[src/rtl/return_stack_if.sv]
// return_stack_if: bundles the return-address stack command and status signals.
//
// Signals:
//   push, pop  - commands, sampled on the rising clock edge
//   in         - return address written by push / push+pop
//   out        - current top entry (0 when empty)
//   count      - number of valid entries, 0..DEPTH
//   empty/full - decodes of count
//   overflow   - sticky, set by a push into a full stack
//   underflow  - sticky, set by a pop from an empty stack
//
// Handshake: there is no valid/ready pair. The stack never stalls; any
// push/pop present at a rising edge is acted on at that edge. Status outputs
// depend only on registered state, so the master may read them at any time.
interface return_stack_if #(
    parameter int DEPTH = 8,
    parameter int WIDTH = 16
);
    localparam int CW = $clog2(DEPTH) + 1;

    logic             push;
    logic             pop;
    logic [WIDTH-1:0] in;
    logic [WIDTH-1:0] out;
    logic [CW-1:0]    count;
    logic             empty;
    logic             full;
    logic             overflow;
    logic             underflow;

    modport master (
        output push, pop, in,
        input  out, count, empty, full, overflow, underflow
    );

    modport slave (
        input  push, pop, in,
        output out, count, empty, full, overflow, underflow
    );
endinterface

[src/rtl/return_stack.sv]
// return_stack: LIFO of return addresses that sits beside the program counter.
// A call pushes PC+1; a return loads the PC from out and pops in the same cycle.
//
// Ports:
//   clk   - rising-edge clock
//   reset - synchronous, active-high; clears pointer and sticky flags only
//   bus   - return_stack_if.slave (push, pop, in, out, count, empty, full,
//           overflow, underflow)
module return_stack #(
    parameter int DEPTH = 8,
    parameter int WIDTH = 16
) (
    input  logic          clk,
    input  logic          reset,
    return_stack_if.slave bus
);
    localparam int AW = $clog2(DEPTH);
    localparam int CW = AW + 1;

    logic [WIDTH-1:0] mem [DEPTH];
    logic [CW-1:0]    sp;
    logic             overflow_q;
    logic             underflow_q;

    logic             is_empty;
    logic             is_full;
    logic [AW-1:0]    top_idx;
    logic [AW-1:0]    wr_idx;
    logic             wr_en;

    assign is_empty = (sp == '0);
    assign is_full  = (sp == CW'(DEPTH));
    // Wraps to DEPTH-1 when empty; out is gated by is_empty so that is harmless.
    assign top_idx  = AW'(sp - CW'(1));

    // A push+pop on a non-empty stack overwrites the top in place; every other
    // accepted push lands at sp (which is 0 for push+pop on an empty stack).
    assign wr_idx = (bus.pop && !is_empty) ? top_idx : sp[AW-1:0];
    assign wr_en  = !reset && bus.push && (bus.pop || !is_full);

    // Storage is deliberately not reset; empty gates the stale contents.
    always_ff @(posedge clk) begin
        if (wr_en) begin
            mem[wr_idx] <= bus.in;
        end
    end

    always_ff @(posedge clk) begin
        if (reset) begin
            sp          <= '0;
            overflow_q  <= 1'b0;
            underflow_q <= 1'b0;
        end else begin
            unique case ({bus.push, bus.pop})
                2'b10: begin
                    if (is_full) overflow_q <= 1'b1;
                    else         sp <= sp + CW'(1);
                end
                2'b01: begin
                    if (is_empty) underflow_q <= 1'b1;
                    else          sp <= sp - CW'(1);
                end
                2'b11: begin
                    // Tail-call replace: only an empty stack changes depth.
                    if (is_empty) sp <= CW'(1);
                end
                default: ;
            endcase
        end
    end

    assign bus.out       = is_empty ? '0 : mem[top_idx];
    assign bus.count     = sp;
    assign bus.empty     = is_empty;
    assign bus.full      = is_full;
    assign bus.overflow  = overflow_q;
    assign bus.underflow = underflow_q;
endmodule

[src/flat_wrapper.sv]
// flat-port wrapper written by rule: the top's interface ports become plain ports
module return_stack_flat 
#(
    parameter int DEPTH = 8,
    parameter int WIDTH = 16
)
  (clk, reset, bus_push, bus_pop, bus_in, bus_out, bus_count, bus_empty, bus_full, bus_overflow, bus_underflow);
  return_stack_if #(.DEPTH(DEPTH), .WIDTH(WIDTH)) bus_i ();
  input  logic clk;
  input  logic reset;
  input wire logic [$bits(bus_i.push)-1:0] bus_push;
  input wire logic [$bits(bus_i.pop)-1:0] bus_pop;
  input wire logic [$bits(bus_i.in)-1:0] bus_in;
  output wire logic [$bits(bus_i.out)-1:0] bus_out;
  output wire logic [$bits(bus_i.count)-1:0] bus_count;
  output wire logic [$bits(bus_i.empty)-1:0] bus_empty;
  output wire logic [$bits(bus_i.full)-1:0] bus_full;
  output wire logic [$bits(bus_i.overflow)-1:0] bus_overflow;
  output wire logic [$bits(bus_i.underflow)-1:0] bus_underflow;
  assign bus_i.push = bus_push;
  assign bus_i.pop = bus_pop;
  assign bus_i.in = bus_in;
  assign bus_out = bus_i.out;
  assign bus_count = bus_i.count;
  assign bus_empty = bus_i.empty;
  assign bus_full = bus_i.full;
  assign bus_overflow = bus_i.overflow;
  assign bus_underflow = bus_i.underflow;
  return_stack #(.DEPTH(DEPTH), .WIDTH(WIDTH)) u_core (.clk(clk), .reset(reset), .bus(bus_i));
endmodule
[config.mk]
export PLATFORM = sky130hd
export DESIGN_NAME = return_stack_flat
export DESIGN_NICKNAME = d
export VERILOG_FILES = /design/src/rtl/return_stack_if.sv /design/src/rtl/return_stack.sv /design/src/flat_wrapper.sv
export SDC_FILE = /design/constraint.sdc
export NUM_CORES = 1
export LEC_CHECK = 0
export ABC_AREA = 1
export BUFFER_PORTS_ARGS = -buffer_cell sky130_fd_sc_hd__buf_4
export CAP_MARGIN = 20
export CORE_MARGIN = 5
export CORE_UTILIZATION = 35
export DETAILED_ROUTE_END_ITERATION = 7
export PLACE_DENSITY = 0.58
export SYNTH_ARGS = -nofsm -noshare
export SYNTH_HDL_FRONTEND = slang
export SYNTH_SLANG_ARGS = --single-unit
[constraint.sdc]
create_clock -name clk -period 2.8 [get_ports clk]
set_clock_uncertainty 0.2 [all_clocks]
set_input_delay 0.42 -clock clk [delete_from_list [all_inputs] [get_ports clk]]
set_output_delay 0.42 -clock clk [all_outputs]
set_load 0.01 [all_outputs]
# After elaboration in Yosys (flattened, before gate mapping)
# Memory sizes are Yosys's and may differ from the RTL's.
# Index checks and enable logic that the tools add are counted.
# op_classes
eq_ne	7
reduce_logical	12
mux	8
addsub	2
# op_table
operator	count
2-to-1 mux 16 bit	1
2-to-1 mux 4 bit	3
one-hot mux 4 bit (3 select lines)	1
adder 4 x 1 -> 4 bit (second input constant)	1
equality test 2 bit (second input constant)	2
equality test 4 bit (second input constant)	1
logical NOT 4 bit	1
inequality test 2 bit (second input constant)	2
AND reduction 2 bit	2
AND reduction 4 bit	1
subtractor 4 x 1 -> 4 bit (second input constant)	1
logical AND 1 bit	3
logical NOT 1 bit	3
2-to-1 mux 3 bit	1
nonzero test 3 bit	1
equality test 2 x 1 -> 1 bit (second input constant)	1
2-to-1 mux 1 bit	2
inequality test 2 x 1 -> 1 bit (second input constant)	1
logical OR 1 bit	1
# totals
reg_bits	6
in_bits	20
n_memories	1
out_inout_bits	24
ram_bits	128
# memory_table
name	words	width	read_ports	rd_clocked_by_memory_dff	write_ports	line	source
u_core.mem	8	16	1	0	1	return_stack.sv:20	logic [WIDTH-1:0] mem [DEPTH];

# Longest topological paths before layout
# logic_depth
word_depth	6
depth_mapped	11
depth_no_buf	9

# Least setup slack after synthesis
# No wires, ideal clock.
# synth_path
path_type	register to register
start	reg u_core.sp[0] (netlist: u_core.bus.count[0])
end	mem u_core.mem[4][0] (enable)
setup_ps	388
stages_incl_launch_ff	10
path_slack_ps	-142
required_time_ps	2212
arrival_time_ps	2354
period_less_slack_ps	2942
cell_sequence	dfxtp_1 -> inv_2 -> buf_4 -> buf_6 -> ha_1 -> nor2_2 -> nor2_4 -> o21ai_1 -> nand2_1 -> nor2_1
# synth_via
elab_chain_cells	6
elab_cells_between_ends	11
cone_classes	1 x add/sub; 1 x eq/ne; 3 x mux; 6 x reduce/logical
# synth_rtl
element	line	source
start: declaration	return_stack.sv:21	logic [CW-1:0] sp;
start signal: assignment	return_stack.sv:57	else sp <= sp + CW'(1);
start signal: assignment	return_stack.sv:61	else sp <= sp - CW'(1);
equality test 4 bit	return_stack.sv:32	assign is_full = (sp == CW'(DEPTH));
logical NOT 1 bit	return_stack.sv:39	assign wr_en = !reset && bus.push && (bus.pop || !is_full);
logical OR 1 bit	return_stack.sv:39	
logical AND 1 bit	return_stack.sv:39	
2-to-1 mux 1 bit	return_stack.sv:43	if (wr_en) begin
2-to-1 mux 1 bit (not written as such)	return_stack.sv:44	mem[wr_idx] <= bus.in;
end: declaration	return_stack.sv:20	
# Several ways; a longest one is shown, not always the timed one.

# Worst setup path after layout
# layout_path
start	reg u_core.sp[1] (netlist: u_core.bus.count[1])
end	out bus_out[4]
# layout_via
elab_chain_cells	3
elab_cells_between_ends	4
cone_classes	1 x add/sub; 1 x mux; 1 x reduce/logical; 1 x memory
# layout_rtl
element	line	source
subtractor 4 x 1 -> 4 bit	return_stack.sv:34	assign top_idx = AW'(sp - CW'(1));
memory read (8 x 16 bit)	n/a	
2-to-1 mux 16 bit (*)	return_stack.sv:72	assign bus.out = is_empty ? '0 : mem[top_idx];
end: declaration	flat_wrapper.sv:14	output wire logic [$bits(bus_i.out)-1:0] bus_out;
# Every way passes the cells marked *; elsewhere a longest branch is shown, timed or not.

==> run_results.csv <==
group,metric,value,unit
status,outcome,"finished clean",
yosys,syn_inst,482,
sta,tns,0,ns
yosys,synth_edf_count,128,
sta,layout_worst_path_cycle_share,0.929,
clock_tree,clock_latency_of_the_later_clocked_register_in_the_worst_skew_pair,0.41,ns
route,drtAntennaViolNets,0,
critical_path,critical_path.endpoint_type,"output pin",
clock_tree,cts_buffer_depth,2,
route,detail_route.drc_violations,0,
global_routing,grt_pass1_vias,3773,
sta,max-slew-margin-rel,0.657,
yosys,post-synth-top-area-fraction,0.684,
sta,report.final.setup_viol,0,
final_layout,finish.net_count,568,
floorplanning,die-width,137,um
job,max_cap_viol_count,0,
placed_design,place.port_buffers,43,
route,detail_route.iter0.violations,313,
yosys,syn_nets,505,
final_layout,final_core_util,0.441,
global_routing,grt_usage,0.143,
yosys,netlist-cell-type-count,24,
pwr,cellPowerDensity,926,nW/um^2
placed_design,routability_congestion_estimate,0.849,
global_routing,overflow,0,
sta,holdWs,0.0404,ns
yosys,post-synth-top-count-cell,"nor2_1",
floorplanning,initial_utilization,0.355,
critical_path,setup.worst_path.start_class,"flop",
route,wl_per_cell,16.1,um
yosys,syn_area_per_cell,11.7,um^2
clock_tree,cts_inserted_buffers,17,
floorplanning,io-pin-count,44,
final_layout,antenna_cells,0,
floorplanning,core_region_area,15800,um^2
final_layout,synthToLayoutAreaGrowth,24.2,%
critical_path,critPathLaunch,"u_core.bus.count[1]",
sta,grt_setup_unrepaired,"false",
route,dr_total_vias,3728,
critical_path,regToRegStartpoint,"u_core.bus.count[1]",
clock_tree,clkTransAtPathRegs,0.06,ns
clock_tree,tritoncts_clock_tree,"yes",
yosys,syn_area,5620,um^2
yosys,synth-seq-cells,134,
critical_path,timing.critical_path.to,"bus_out[4]",
floorplanning,fp.dieH,137,um
global_routing,pin_count_of_the_biggest_net_entering_global_routing,71,
yosys,ys.flop_type,"edfxtp_1",
route,vias_per_cell,4.82,
global_routing,grt_pass1_wl,19.9,mm
critical_path,setup.worst_path.class,"flop to output pin",
sta,maxClockFrequency,0.384,GHz
critical_path,critical_path_required,2.18,ns
yosys,ys_seq_area_frac,0.706,
yosys,postSynth.asyncResetShare,0,
floorplanning,std_cell_rows,46,
clock_tree,cts.htree.levels,4,
route,drt_pass1_iterations,6,
sta,timing_worst_slew_pin_value,0.515,ns
clock_tree,clock-root-buffer,"clkbuf_16",
sta,hold_violations,0,
sta,max_slew_violation_count,0,
critical_path,r2r_cells,8,
sta,finalWorstPathRequiredPeriod,2.60,ns
final_layout,stdcell_count,774,
clock_tree,clock_sink_count,134,
critical_path,worstReg2RegEnd,"u_core.mem[4][0]",
pwr,p_leak,0.00254,uW
yosys,post_synth_main_area_contributors,"edfxtp_1 (68%), nor2_1 (9.2%), o21ai_0 (5.6%)",
final_layout,post_route_cells_drive_above_1_share,0.208,
placed_design,hpwl,7.63,mm
placed_design,post-place-cells,741,
hold_path,worstHoldPathType,"primary input to flop",
critical_path,path_max_fanout,27,
yosys,post_synth_most_frequent_cells,"nor2_1 (137), edfxtp_1 (128), o21ai_0 (63), nand2_1 (40)",
global_routing,grt_antenna_before_repair,0,
yosys,yosys_warnings,0,
pwr,ir_worst_vdd,0.000463,V
critical_path,arrival_time_of_data_at_the_critical_path_endpoint,1.98,ns
yosys,synthDominantAreaCellType,"edfxtp_1",
floorplanning,overall_die_area,18700,um^2
critical_path,rrSetupSlack,0.62,ns
route,route.final.wire_length,12.5,mm
worst min path at each step:
stage | startpoint | endpoint | cells after the start | slack, ns
after floorplan | reset | u_core.bus.overflow | 1 | 0.29
after global placement | u_core.bus.overflow | u_core.bus.overflow | 2 | 0.25
after detailed placement | u_core.bus.underflow | u_core.bus.underflow | 2 | 0.27
after CTS | bus_in[1] | u_core.mem[5][1] | 1 | 0.02
after global routing | bus_in[0] | u_core.mem[5][0] | 1 | 0.02
final | bus_in[1] | u_core.mem[5][1] | 1 | 0.04
final cells by class:
cell class                 instances  area, um^2
fill                            1473        8850
sequential                       134        3970
multi-input combinational        306        1450
timing repair buffer              71         577
clock buffer                      17         425
tap                              216         270
clock inverter                    15         234
inverter                          15        56.3
report_power, final:
part / internal, uW / total (uW) / switching, uW / leakage (uW)
sequential: 2310 / 2350 / 35.1 / 0.00121
combinational: 649 / 1660 / 1010 / 0.00102
clock: 1660 / 2450 / 793 / 0.000312
sequential cells by signal, indices dropped and copies added, names as in the netlist:
name                  count
u_core.mem              128
u_core.bus.count          4
u_core.bus.underflow      1
u_core.bus.overflow       1
layer usage:
layer,GRT usage,share of wire
met5,0,0
met4,0.0459,0.015
met3,0.0445,0.055
met2,0.237,0.49
met1,0.178,0.44
critical path: stages, from the launching register on:
cell and delay (ns):
dfxtp_1 0.35, inv_2 0.08, ha_4 0.31, buf_12 0.18, o21ai_0 0.11, o211ai_1 0.18, nand2_1 0.08, nor2_1 0.12
buf_4 0.14
cells by family (layout without fill, tap and decap cells):
group,after synthesis,in the layout,share of synthesized area
and+or+nand+nor,197,197,0.140
AOI/OAI and AO/OA,103,103,0.102
adders and majority gates,3,3,0.00668
xor gates and xnor gates,3,3,0.00468
buffers and inverters,42,118,0.0405
DFF,134,134,0.706
per-stage QoR:
step	cell area [um^2]	total power [uW]	worst slack [ns]
finish	6980	6460	0.198
global route	6980	6790	0.0141
CTS	6920	6470	0.0236
detailed placement	6250	4010	0.493
global placement	6250	3990	0.523
floorplan	5620	3390	-0.142
what timing repair did:
action | in CTS | in global routing
setup buffers | 0 | 0
gates resized for setup | 0 | 13
hold buffers | 1 | 0
hold endpoints to repair | 2 | 0
endpoints found under the setup margin | 0 | 16
layout by cell type (no fill, tap or decap), drive strengths merged, types with 5 or more instances in the layout:
cell and count:
buf 70, bufinv 6, clkbuf 17, clkinv 5, dfxtp 6, edfxtp 128, inv 15, nand2 42
nand3 11, nor2 142, o211ai 16, o21ai 69, o22ai 16
Power figures use the tool's default switching activity.
